<file path="config.mk">
export PLATFORM = sky130hd
export DESIGN_NAME = trace_arbiter_flat
export DESIGN_NICKNAME = d
export VERILOG_FILES = /design/src/rtl/ryuki_datatypes.sv /design/src/rtl/trace_arbiter_if.sv /design/src/rtl/trace_fifo.sv /design/src/rtl/trace_arbiter.sv /design/src/flat_wrapper.sv
export SDC_FILE = /design/constraint.sdc
export NUM_CORES = 1
export LEC_CHECK = 0
export CAP_MARGIN = 25
export CORE_MARGIN = 4
export CORE_UTILIZATION = 30
export DETAILED_ROUTE_END_ITERATION = 7
export GPL_ROUTABILITY_DRIVEN = 0
export PLACE_DENSITY = 0.58
export SETUP_SLACK_MARGIN = 0.02
export SKIP_LAST_GASP = 1
export SLEW_MARGIN = 20
export SYNTH_ARGS = -nofsm -noshare
export SYNTH_HDL_FRONTEND = slang
export SYNTH_HIERARCHICAL = 1
export SYNTH_SLANG_ARGS = --single-unit
</file>
<file path="constraint.sdc">
create_clock -name clk -period 8.5 [get_ports clk]
set_input_delay 1.7 -clock clk [delete_from_list [all_inputs] [get_ports clk]]
set_output_delay 1.7 -clock clk [all_outputs]
set_load 0.02 [all_outputs]
</file>
<file path="src/rtl/ryuki_datatypes.sv">
// ---------------------------------------------------------------------------
// ryuki_datatypes : shared trace record types and trace FIFO entry layout
// Revision: 1.0
// ---------------------------------------------------------------------------
`default_nettype none

package ryuki_datatypes;

  localparam int c_src_idx_w = 4;

  typedef struct packed {
    logic [31:0] addr;
    logic [31:0] data;
  } trace_output;

  typedef struct packed {
    trace_output            rec;
    logic [c_src_idx_w-1:0] src;
  } trace_fifo_entry;

endpackage

`default_nettype wire

</file>
<file path="src/rtl/trace_arbiter_if.sv">
// ---------------------------------------------------------------------------
// trace_arbiter_if : tracker-side capture bus and consumer-side output bus
// Revision: 1.0
// ---------------------------------------------------------------------------
`default_nettype none

interface trace_arbiter_if #(
  parameter int NUM_SRC = 2,
  parameter int SRC_W   = (NUM_SRC > 1) ? $clog2(NUM_SRC) : 1
);
  import ryuki_datatypes::*;

  logic [NUM_SRC-1:0]              src_ready;
  trace_output [NUM_SRC-1:0]       src_data;
  logic [31:0]                     counter;
  logic                            out_valid;
  trace_output                     out_data;
  logic [SRC_W-1:0]                out_src;
  logic                            out_ready;
  logic [31:0]                     drop_count;
  logic [31:0]                     last_drop_time;

  modport master (
    output src_ready, src_data, counter, out_ready,
    input  out_valid, out_data, out_src, drop_count, last_drop_time
  );

  modport slave (
    input  src_ready, src_data, counter, out_ready,
    output out_valid, out_data, out_src, drop_count, last_drop_time
  );

endinterface

`default_nettype wire

</file>
<file path="src/rtl/trace_fifo.sv">
// ---------------------------------------------------------------------------
// trace_fifo : power-of-two FIFO with show-ahead head and wrap-bit pointers
// Revision: 1.0
// ---------------------------------------------------------------------------
`default_nettype none

module trace_fifo
  import ryuki_datatypes::*;
#(
  parameter int DEPTH = 8
) (
  input  wire logic      clk,
  input  wire logic      rst,
  input  wire logic      i_push,
  input  trace_fifo_entry i_wr_data,
  input  wire logic      i_pop,
  output trace_fifo_entry o_rd_data,
  output logic           o_full,
  output logic           o_empty
);

  localparam int c_aw = $clog2(DEPTH);

  trace_fifo_entry r_mem [DEPTH];
  logic [c_aw:0]   r_wptr;
  logic [c_aw:0]   r_rptr;
  logic            w_wr_en;
  logic            w_rd_en;

  assign o_empty   = (r_wptr == r_rptr);
  assign o_full    = (r_wptr[c_aw] != r_rptr[c_aw]) && (r_wptr[c_aw-1:0] == r_rptr[c_aw-1:0]);
  assign w_rd_en   = i_pop & ~o_empty;
  // A full FIFO may still accept a write when the head leaves in the same cycle.
  assign w_wr_en   = i_push & (~o_full | w_rd_en);
  assign o_rd_data = r_mem[r_rptr[c_aw-1:0]];

  always_ff @(posedge clk or posedge rst) begin
    if (rst) begin
      r_wptr <= '0;
      r_rptr <= '0;
    end else begin
      if (w_wr_en) r_wptr <= r_wptr + 1'b1;
      if (w_rd_en) r_rptr <= r_rptr + 1'b1;
    end
  end

  always_ff @(posedge clk) begin
    if (w_wr_en) r_mem[r_wptr[c_aw-1:0]] <= i_wr_data;
  end

endmodule

`default_nettype wire

</file>
<file path="src/rtl/trace_arbiter.sv">
// ---------------------------------------------------------------------------
// trace_arbiter : edge-captures per-source trace records, round-robin merges
//                 them into one FIFO stream and accounts for lost records
// Revision: 1.0
// ---------------------------------------------------------------------------
`default_nettype none

module trace_arbiter #(
  parameter int NUM_SRC    = 2,
  parameter int FIFO_DEPTH = 8
) (
  input wire logic        clk,
  input wire logic        rst,
  trace_arbiter_if.slave  bus
);
  import ryuki_datatypes::*;

  localparam int c_src_w = (NUM_SRC > 1) ? $clog2(NUM_SRC) : 1;

  logic [NUM_SRC-1:0]        r_prev_ready;
  logic [NUM_SRC-1:0]        r_hold_valid;
  trace_output [NUM_SRC-1:0] r_hold_data;
  logic                      r_armed;
  logic [c_src_w-1:0]        r_rr_ptr;
  logic [31:0]               r_drop_count;
  logic [31:0]               r_last_drop_time;

  logic [NUM_SRC-1:0]        w_edge;
  logic [NUM_SRC-1:0]        w_free;
  logic [NUM_SRC-1:0]        w_capture;
  logic [NUM_SRC-1:0]        w_drop;
  logic [NUM_SRC-1:0]        w_grant_vec;
  logic                      w_grant;
  logic [c_src_w-1:0]        w_grant_idx;
  logic [c_src_w:0]          w_sum;
  logic [c_src_w-1:0]        w_idx;
  logic [c_src_w:0]          w_next_ptr;
  logic [31:0]               w_num_drops;
  logic [32:0]               w_drop_sum;
  logic                      w_full;
  logic                      w_empty;
  logic                      w_pop;
  trace_fifo_entry           w_wr_entry;
  trace_fifo_entry           w_rd_entry;

  // r_armed masks the first cycle after reset so a level already high is not an edge.
  assign w_edge    = r_armed ? (bus.src_ready & ~r_prev_ready) : '0;
  assign w_pop     = ~w_empty & bus.out_ready;
  assign w_free    = ~r_hold_valid | w_grant_vec;
  assign w_capture = w_edge & w_free;
  assign w_drop    = w_edge & ~w_free;

  always_comb begin
    w_grant     = 1'b0;
    w_grant_idx = '0;
    w_sum       = '0;
    w_idx       = '0;
    for (int k = 0; k < NUM_SRC; k++) begin
      w_sum = {1'b0, r_rr_ptr} + (c_src_w+1)'(k);
      if (w_sum >= (c_src_w+1)'(NUM_SRC)) w_sum = w_sum - (c_src_w+1)'(NUM_SRC);
      w_idx = w_sum[c_src_w-1:0];
      if (!w_grant && r_hold_valid[w_idx] && (!w_full || w_pop)) begin
        w_grant     = 1'b1;
        w_grant_idx = w_idx;
      end
    end
  end

  always_comb begin
    w_grant_vec = '0;
    if (w_grant) w_grant_vec[w_grant_idx] = 1'b1;
    w_next_ptr = {1'b0, w_grant_idx} + 1'b1;
    if (w_next_ptr >= (c_src_w+1)'(NUM_SRC)) w_next_ptr = '0;
    w_num_drops = '0;
    for (int i = 0; i < NUM_SRC; i++) w_num_drops = w_num_drops + 32'(w_drop[i]);
    w_drop_sum = {1'b0, r_drop_count} + {1'b0, w_num_drops};
  end

  always_ff @(posedge clk or posedge rst) begin
    if (rst) begin
      r_armed          <= 1'b0;
      r_prev_ready     <= '0;
      r_hold_valid     <= '0;
      r_rr_ptr         <= '0;
      r_drop_count     <= '0;
      r_last_drop_time <= '0;
    end else begin
      r_armed      <= 1'b1;
      r_prev_ready <= bus.src_ready;
      r_hold_valid <= (r_hold_valid & ~w_grant_vec) | w_capture;
      if (w_grant) r_rr_ptr <= w_next_ptr[c_src_w-1:0];
      if (|w_drop) begin
        r_drop_count     <= w_drop_sum[32] ? 32'hFFFF_FFFF : w_drop_sum[31:0];
        r_last_drop_time <= bus.counter;
      end
    end
  end

  generate
    for (genvar g = 0; g < NUM_SRC; g++) begin : g_hold
      always_ff @(posedge clk) begin
        if (w_capture[g]) r_hold_data[g] <= bus.src_data[g];
      end
    end
  endgenerate

  assign w_wr_entry.rec = r_hold_data[w_grant_idx];
  assign w_wr_entry.src = c_src_idx_w'(w_grant_idx);

  trace_fifo #(
    .DEPTH (FIFO_DEPTH)
  ) u_fifo (
    .clk       (clk),
    .rst       (rst),
    .i_push    (w_grant),
    .i_wr_data (w_wr_entry),
    .i_pop     (w_pop),
    .o_rd_data (w_rd_entry),
    .o_full    (w_full),
    .o_empty   (w_empty)
  );

  assign bus.out_valid      = ~w_empty;
  assign bus.out_data       = w_rd_entry.rec;
  assign bus.out_src        = w_empty ? '0 : w_rd_entry.src[c_src_w-1:0];
  assign bus.drop_count     = r_drop_count;
  assign bus.last_drop_time = r_last_drop_time;

endmodule

`default_nettype wire

</file>
<file path="src/flat_wrapper.sv">
// flat-port wrapper written by rule: the top's interface ports become plain ports
module trace_arbiter_flat import ryuki_datatypes::*;
#(
  parameter int NUM_SRC    = 2,
  parameter int FIFO_DEPTH = 8
)
  (clk, rst, bus_src_ready, bus_src_data, bus_counter, bus_out_ready, bus_out_valid, bus_out_data, bus_out_src, bus_drop_count, bus_last_drop_time);
  trace_arbiter_if #(.NUM_SRC(NUM_SRC)) bus_i ();
  input wire logic clk;
  input wire logic rst;
  input wire logic [$bits(bus_i.src_ready)-1:0] bus_src_ready;
  input wire logic [$bits(bus_i.src_data)-1:0] bus_src_data;
  input wire logic [$bits(bus_i.counter)-1:0] bus_counter;
  input wire logic [$bits(bus_i.out_ready)-1:0] bus_out_ready;
  output wire logic [$bits(bus_i.out_valid)-1:0] bus_out_valid;
  output wire logic [$bits(bus_i.out_data)-1:0] bus_out_data;
  output wire logic [$bits(bus_i.out_src)-1:0] bus_out_src;
  output wire logic [$bits(bus_i.drop_count)-1:0] bus_drop_count;
  output wire logic [$bits(bus_i.last_drop_time)-1:0] bus_last_drop_time;
  assign bus_i.src_ready = bus_src_ready;
  assign bus_i.src_data = bus_src_data;
  assign bus_i.counter = bus_counter;
  assign bus_i.out_ready = bus_out_ready;
  assign bus_out_valid = bus_i.out_valid;
  assign bus_out_data = bus_i.out_data;
  assign bus_out_src = bus_i.out_src;
  assign bus_drop_count = bus_i.drop_count;
  assign bus_last_drop_time = bus_i.last_drop_time;
  trace_arbiter #(.NUM_SRC(NUM_SRC), .FIFO_DEPTH(FIFO_DEPTH)) u_core (.clk(clk), .rst(rst), .bus(bus_i));
endmodule
</file>
==> results of run 1 <==
## where the power goes
| group | internal (uW) | switching, uW |
|---|---|---|
| Combinational | 1550 | 1510 |
| Sequential | 4260 | 208 |
| Clock | 2110 | 1390 |
| Total | 7920 | 3110 |
## final cells by class
cell class                      count  area (um^2)  area share
Antenna cell                        1         2.50   0.0000710
Clock buffer                      103         2190      0.0622
Clock inverter                     47          504      0.0143
Inverter                           12         45.0     0.00128
Multi-Input combinational cell    514         6240       0.177
Sequential cell                   726        21400       0.608
Tap cell                         1243         1560      0.0441
Timing Repair Buffer              327         3300      0.0935
## worst min-delay path by stage
stage | from | end | slack [ns] | cells past startpoint
3_3_place_gp | u_core/bus.last_drop_time[4] | u_core/bus.last_drop_time[4] | 0.49 | 1
2_1_floorplan | u_core/r_rr_ptr | u_core/r_rr_ptr | 0.47 | 1
3_5_place_dp | u_core/bus.last_drop_time[28] | u_core/bus.last_drop_time[28] | 0.49 | 1
6_report | u_core/bus.last_drop_time[1] | u_core/bus.last_drop_time[1] | 0.50 | 1
4_1_cts | u_core/bus.last_drop_time[25] | u_core/bus.last_drop_time[25] | 0.51 | 1
5_1_grt | u_core/bus.last_drop_time[25] | u_core/bus.last_drop_time[25] | 0.52 | 1
## sequential cells by signal (all words and copies together) (netlist names)
register and flops:
u_core/r_hold_data 128, u_core/r_hold_valid 2, u_core/r_prev_ready 2, u_core/bus.last_drop_time 32
u_core/bus.drop_count 32, u_core/u_fifo/r_wptr 4, u_core/u_fifo/r_rptr 4, u_core/r_armed 1
u_core/r_rr_ptr 1, u_core/u_fifo/r_mem 520
## per-stage QoR
stage                      util  hold slack (ns)  setup WS [ns]  cell area [um^2]  power, uW
after detailed placement  0.352            0.492           3.18             32400       7640
final                     0.383            0.505           3.13             35300      11000
after floorplan               -            0.470         -0.632             28000       6470
after global placement    0.352            0.488           3.20             32400       7610
after CTS                 0.381            0.508           2.47             35100      11200
after global routing      0.383            0.516           2.89             35300      11600
## per-layer routing
layer / GRT usage / vias up / part of all wire
li1: - / 6123 / -
met1: 0.167 / 7240 / 0.43
met2: 0.214 / 383 / 0.49
met3: 0.0379 / 83 / 0.066
met4: 0.0295 / 0 / 0.016
met5: 0 / - / 0
## critical path: cells and delay by family, from the launching register on
family / cells / cell delay [ns]
multiplexers: 2 / 0.70
buffers and inverters: 2 / 1.40
AND/OR/NAND/NOR: 1 / 0.13
flip-flops: 1 / 0.78
==> flow_summary.toml, run 1 <==
[sta]
hold_viol_final = 0
period_share = 0.632
worst_pin_slew_ns = 0.935
setup_viol = 0
slew_viol_final = 0
timing.fmax_mhz = 186
rsz0062_at_grt = "false"
finalSetupTns_ns = 0
slew_headroom = 0.377
fin_skew_ns = 0.0225
period_needed_ns = 5.37

[run_status]
outcome = "finished, final reports clean"

[setup_path]
rr_startpoint = "u_core/u_fifo/r_rptr[2]"
slowest_delay_ns = 0.79
crit_chain = "buf_4, mux4_2, mux2_2, nor2b_1, clkdlybuf4s50_1"
crit_end = "bus_out_src"
required_ns = 6.80
r2r_cells = 13
crit_path_end_kind = "primary output"
start_kind = "flip-flop"
critPathArrivalTime_ns = 3.67
setup.worst_path.start = "u_core/u_fifo/r_rptr[1]"
worstSetupPathType = "flip-flop to primary output"
r2r_end = "u_core/bus.drop_count[30]"
slowest_stage = "buf_4"
reg2reg_setup_slack_ns = 3.57
worstPathMaxFanout = 55

[clock_network]
path_clk_slew_ns = 0.06
post_cts_resize_count = 0
clk_path_buf_depth = 3
cts-buffers-inserted = 81
tritoncts = "built"
htreeDepth = 3
cts_sinks = 726
post-cts-setup-buffer-count = 0
clk_latency_ns = 0.62
cts_root_buf = "clkbuf_16"
hold_buffers = 0

[synthesis]
syn_inst = 1320
avgSynthCellArea_um2 = 21.2
syn-num-nets = 1489
synth_warnings = 6
syn_area_um2 = 28000

[floorplanning]
initial_core_util = 0.304
rows = 111
fp.dieW_um = 314
core_um2 = 92100
ios = 295
die-area_um2 = 98300
die_y_um = 314

[placement]
port_buffers = 294
dpl.hpwl_mm = 36.9
dp.cells = 2817

[final_layout]
final-instance-count-excl-fill = 2973
finalNetCount = 1831
layout_common_cells = "648 x edfxtp_1, 294 x clkdlybuf4s50_1, 164 x mux2_2"
drive_gt1_frac = 0.274
final_common_cell = "edfxtp_1"
fill_cells = 8319
area_growth_pct = 25.9

[grt]
grt_pass1_wl_mm = 96.0
antenna_found_initial = 1
grt_max_degree = 71
grt_pass1_vias = 15300
track_usage = 0.129
grt-ovfl-total = 0

[power]
vdd_drop_max_uv = 168
power.density_nw_per_um2 = 313
p_leak_uw = 0.0117

[job]
max_cap_violations = 0

[detailed_routing]
drtPass1Iterations = 5
wl_mm = 63.1
drtAntennaViolNets = 0
wire_per_inst_um = 21.2
vias_per_cell = 4.65
vias = 13800
drc = 0
first_iter_violations = 984

[worst_hold_path]
hold_path_class = "flip-flop to flip-flop"
(Power assumes the default switching activity.)
==> run 2: changes to the inputs <==
--- a/config.mk
+++ b/config.mk
@@ -10,7 +10,7 @@
 export CORE_UTILIZATION = 30
 export DETAILED_ROUTE_END_ITERATION = 7
 export GPL_ROUTABILITY_DRIVEN = 0
-export PLACE_DENSITY = 0.58
+export PLACE_DENSITY = 0.57
 export SETUP_SLACK_MARGIN = 0.02
 export SKIP_LAST_GASP = 1
 export SLEW_MARGIN = 20
==> constraint.sdc (replaced) <==
create_clock -name clk -period 5.6 [get_ports clk]
set_input_delay 1.12 -clock clk [delete_from_list [all_inputs] [get_ports clk]]
set_output_delay 1.12 -clock clk [all_outputs]
set_load 0.02 [all_outputs]
==> flow_summary.toml, run 2 (synthesis gave the netlist of run 1 again) <==
[run_status]
outcome = "finished, final reports clean"

[worst_hold_path]
hold_path_class = "flip-flop to flip-flop"

[detailed_routing]
first_iter_violations = 734
drc = 0
vias_per_cell = 4.65
wire_per_inst_um = 21.8
wl_mm = 64.7
vias = 13800
drtPass1Iterations = 4
drtAntennaViolNets = 0

[placement]
port_buffers = 294
dp.cells = 2821
place_area_um2 = 32600
dpl.hpwl_mm = 39.3

[final_layout]
layout_common_cells = "648 x edfxtp_1, 294 x clkdlybuf4s50_1, 164 x mux2_2"
final-instance-count-excl-fill = 2973
largest_reg_flops = 520
fin_area_um2 = 35200
finalNetCount = 1832
drive_gt1_frac = 0.265
area_growth_pct = 25.7
final_common_cell = "edfxtp_1"

[power]
vdd_drop_max_uv = 386
power.density_nw_per_um2 = 474
p_leak_uw = 0.0116

[floorplanning]
die-area_um2 = 98300
rows = 111
initial_core_util = 0.304
die_y_um = 314
ios = 295
core_um2 = 92100
fp.dieW_um = 314

[clock_network]
hold_buffers = 0
post_cts_resize_count = 0
post-cts-setup-buffer-count = 0
path_clk_slew_ns = 0.06
htreeDepth = 3
clk_latency_ns = 0.64
clk_path_buf_depth = 3
cts_sinks = 726
cts-buffers-inserted = 83
tritoncts = "built"
cts_root_buf = "clkbuf_16"

[grt]
antenna_found_initial = 3
grt_pass1_wl_mm = 96.6
grt_max_degree = 68
grt-ovfl-total = 0
track_usage = 0.130
grt_pass1_vias = 15100

[sta]
slew_headroom = 0.304
hold_viol_final = 0
worst_pin_slew_ns = 1.04
fin_skew_ns = 0.0267
rsz0062_at_grt = "false"
setup_viol = 0
timing.fmax_mhz = 207
period_share = 0.861
finalSetupTns_ns = 0
period_needed_ns = 4.82
slew_viol_final = 0

[setup_path]
crit_path_end_kind = "flip-flop"
crit_chain = "xnor2_1, nand3_1, nor2_1, nand2b_1, a31oi_1, nor2_1, fa_1, ha_1, nand3_1, or3_1, or2_1, nor3_1, mux2_1"
critPathTopFamily = "simple AND/OR/NAND/NOR gates"
worstPathMaxFanout = 37
required_ns = 6.12
cp.buffers_inverters = 0
critPathArrivalTime_ns = 5.34
worstSetupPathType = "flip-flop to flip-flop"
slowest_stage = "dfrtp_4"
start_kind = "flip-flop"
slowest_delay_ns = 0.87

[job]
max_cap_violations = 0
[run 2: changes by cell type in the layout (fill, tap and decap cells not counted), moves of 4 or more]
cell,change
clkinvlp_4,-4
clkinv_2,-7
bufinv_16,-5
clkbuf_1,+9
nor3_2,-4
[run 2: final cells by class]
class,instances,area [um^2]
fillers,8332,56900
flip-flops and latches,726,21400
multi-input cells,514,6270
repair buffers,326,3270
clock buffers,116,2290
well taps,1243,1560
clock inverters,33,347
inverters,12,45.0
diodes,3,7.51
[run 2: routing by layer]
metal	wire length, um	GRT usage	vias up
li1	-	-	6126
met1	27500	0.166	7309
met2	32900	0.223	285
met3	2480	0.0242	104
met4	1820	0.0469	0
met5	0	0	-
[run 2: through the flow]
stage / hold slack, ns / util / worst slack, ns / total power [uW]
finish: 0.502 / 0.382 / 0.776 / 16700
global route: 0.508 / 0.382 / 0.345 / 17500
CTS: 0.506 / 0.382 / 0.614 / 17100
detailed placement: 0.493 / 0.354 / 0.771 / 11800
global placement: 0.487 / 0.353 / 0.884 / 11700
floorplan: 0.470 / - / -0.279 / 9810
[run 2: worst reg2reg max path: stages, from the launching register on]
cell and delay, ns:
dfrtp_4 0.87, xnor2_1 0.20, nand3_1 0.33, nor2_1 0.31, nand2b_1 0.28, a31oi_1 0.17
nor2_1 0.17, fa_1 0.27, ha_1 0.19, nand3_1 0.50, or3_1 0.62, or2_1 0.28
nor3_1 0.19, mux2_1 0.34
[run 2: worst paths after layout]
kind	start	end	slack [ns]	depth (start not counted)
hold reg to reg	u_core/bus.last_drop_time[18]	u_core/bus.last_drop_time[18]	0.50	1
max in group asynchronous	rst	u_core/bus.last_drop_time[8]	3.64	3
min in group asynchronous	rst	u_core/u_fifo/r_rptr[0]	0.83	2
setup / recovery	u_core/u_fifo/r_rptr[2]	u_core/bus.drop_count[30]	0.78	13
hold / removal	u_core/bus.last_drop_time[18]	u_core/bus.last_drop_time[18]	0.50	1
setup reg to reg	u_core/u_fifo/r_rptr[2]	u_core/bus.drop_count[30]	0.78	13
[run 2: where the power goes]
part / internal, uW / switching, uW
clock: 3060 / 2130
combinational: 2330 / 2420
sequential: 6470 / 288
total: 11900 / 4830
==> run 3: changes to the inputs <==
--- a/config.mk
+++ b/config.mk
@@ -16,5 +16,4 @@
 export SLEW_MARGIN = 20
 export SYNTH_ARGS = -nofsm -noshare
 export SYNTH_HDL_FRONTEND = slang
-export SYNTH_HIERARCHICAL = 1
 export SYNTH_SLANG_ARGS = --single-unit
==> flow_summary.toml, run 3 <==
[final_layout]
area_growth_pct = 25.6
largest_reg_flops = 520
layout_common_cells = "648 x edfxtp_1, 294 x clkdlybuf4s50_1, 136 x mux2_2"
drive_gt1_frac = 0.275
regArea_um2 = 21400
diodes = 0
final-instance-count-excl-fill = 2924
finalNetCount = 1790
final_common_cell = "edfxtp_1"
multi_input_area_um2 = 6170
fill_cells = 8393
final_util = 0.381

[floorplanning]
rows = 111
die-area_um2 = 97800
die_y_um = 313
initial_core_util = 0.303
ios = 295
core_um2 = 91900
fp.dieW_um = 313

[setup_path]
slowest_delay_ns = 0.70
rr_startpoint = "u_core.u_fifo.r_wptr[1]"
slowest_stage = "buf_4"
crit_chain = "buf_12, buf_4, mux4_2, mux2_2, clkdlybuf4s50_1"
start_kind = "flip-flop"
worstPathMaxFanout = 71
r2r_end = "u_core.bus.drop_count[28]"
r2r_cells = 15
crit_path_end_kind = "primary output"
critPathArrivalTime_ns = 3.81
worstSetupPathType = "flip-flop to primary output"
reg2reg_setup_slack_ns = 1.40
required_ns = 4.48

[power]
power.density_nw_per_um2 = 471
power_uw = 16500
vdd_drop_max_uv = 451
p_leak_uw = 0.0116

[clock_network]
path_clk_slew_ns = 0.05
cts_sinks = 726
hold_buffers = 0
post-cts-setup-buffer-count = 0
htreeDepth = 3
cts-buffers-inserted = 81
clk_latency_ns = 0.62
post_cts_resize_count = 0
tritoncts = "built"
clk_path_buf_depth = 3
cts_root_buf = "clkbuf_16"

[sta]
slew_viol_final = 0
fin_skew_ns = 0.0159
rsz0062_at_grt = "false"
timing.fmax_mhz = 203
worst_pin_slew_ns = 1.03
period_share = 0.880
hold_viol_final = 0
setup_viol = 0
period_needed_ns = 4.93
slew_headroom = 0.315

[synthesis]
synth-seq-cells = 726
synthTopCellsByArea = "edfxtp_1 70%, mux4_2 11%, dfrtp_1 7.0%"
syn_area_um2 = 27800
synth_ff_type = "edfxtp_1"
synthTopCellsByCount = "648 x edfxtp_1, 136 x mux2_2, 130 x mux4_2"
synth_most_common_cell = "edfxtp_1"
ys_async_sr_fraction = 0.107
synth_top_area_frac = 0.699
avgSynthCellArea_um2 = 22.0
yosysSeqAreaShare = 0.769
synth_area_leader_cell = "edfxtp_1"
synth_warnings = 0
synth_cell_type_count = 51
syn_inst = 1267
synth-edff-count = 648
syn-num-nets = 1439

[placement]
port_buffers = 294
dp.cells = 2778
dpl.hpwl_mm = 34.7

[grt]
track_usage = 0.125
grt_pass1_wl_mm = 92.3
use_met3 = 0.0335
grt.met1_usage = 0.165
antenna_found_initial = 1
grt.busiest_layer = "met2"
grt_max_degree = 134
grtUsageMet2 = 0.204
grt-ovfl-total = 0
grt_pass1_vias = 14800

[worst_hold_path]
holdPathStages = 1
hold_start = "u_core.u_fifo.r_wptr[3]"
holdPathEnd = "u_core.u_fifo.r_wptr[3]"
hold_path_class = "flip-flop to flip-flop"

[detailed_routing]
wl_mm = 61.0
wire_per_inst_um = 20.9
drtAntennaViolNets = 0
drc = 0
vias = 13200
first_iter_violations = 938
vias_per_cell = 4.52
drtPass1Iterations = 5

[run_status]
outcome = "finished, final reports clean"

[job]
max_cap_violations = 0
[run 3: changes by cell type in the layout (fill, tap and decap cells not counted), moves of 7 or more]
cell / delta
and3_1: +9
mux2_2: -28
mux2_4: +30
nand2_1: +21
nand3_1: -36
o31ai_1: -12
or3_1: -10
or4_1: -11
xnor2_1: +7
xor2_1: +11
[run 3: cell families (layout without fill, tap and decap cells)]
logic type / count (synthesis) / count (layout) / share of synthesized area
AOI/OAI and AO/OA: 19 / 19 / 0.00422
muxes: 297 / 297 / 0.177
DFF: 726 / 726 / 0.769
xor gates and xnor gates: 30 / 30 / 0.0102
and+or+nand+nor: 121 / 121 / 0.0238
other: 1 / 1 / 0.000135
adders and majority gates: 7 / 7 / 0.00341
buffers and inverters: 66 / 480 / 0.0127
[run 3: power breakdown]
| group | switching [uW] | internal [uW] | total, uW |
|---|---|---|---|
| combinational | 2400 | 2380 | 4770 |
| sequential | 178 | 6460 | 6630 |
| clock | 2110 | 2980 | 5090 |
| total | 4680 | 11800 | 16500 |
[run 3: area by class of cell]
type | instances | area share
Sequential cell | 726 | 0.612
Multi-Input combinational cell | 475 | 0.176
Timing Repair Buffer | 326 | 0.0931
Clock buffer | 105 | 0.0620
Tap cell | 1243 | 0.0445
Clock inverter | 41 | 0.0109
Inverter | 8 | 0.000894
[run 3: routing by layer]
layer | routed length (um) | vias up
li1 | - | 5867
met1 | 26800 | 6903
met2 | 29400 | 339
met3 | 3520 | 94
met4 | 1270 | 0
met5 | 0 | -
[run 3: how the worst max path moves through the flow]
stage / from / to / cells past startpoint
after floorplan: bus_out_ready / u_core.u_fifo.r_mem[2][0] / 3
final: u_core.u_fifo.r_rptr[0] / bus_out_data[35] / 5
after global routing: u_core.u_fifo.r_rptr[0] / bus_out_data[35] / 5
after CTS: u_core.u_fifo.r_rptr[0] / bus_out_data[39] / 5
after detailed placement: bus_out_ready / u_core.bus.drop_count[28] / 15
after global placement: bus_out_ready / u_core.bus.drop_count[28] / 15
[run 3: per-stage QoR]
step / setup WS [ns] / hold slack, ns / instance area [um^2] / TNS (ns)
4_1_cts: 0.495 / 0.499 / 35000 / 0
5_1_grt: 0.360 / 0.505 / 35000 / 0
6_report: 0.670 / 0.498 / 35000 / 0
2_1_floorplan: -3.20 / 0.462 / 27900 / -695.70
3_3_place_gp: 0.638 / 0.475 / 32400 / 0
3_5_place_dp: 0.569 / 0.483 / 32400 / 0
[run 3: critical path, delay by kind of cell, from the launching register on]
kind,cells,cell delay [ns]
buffers and inverters,3,1.75
DFF,1,0.44
muxes,2,0.91
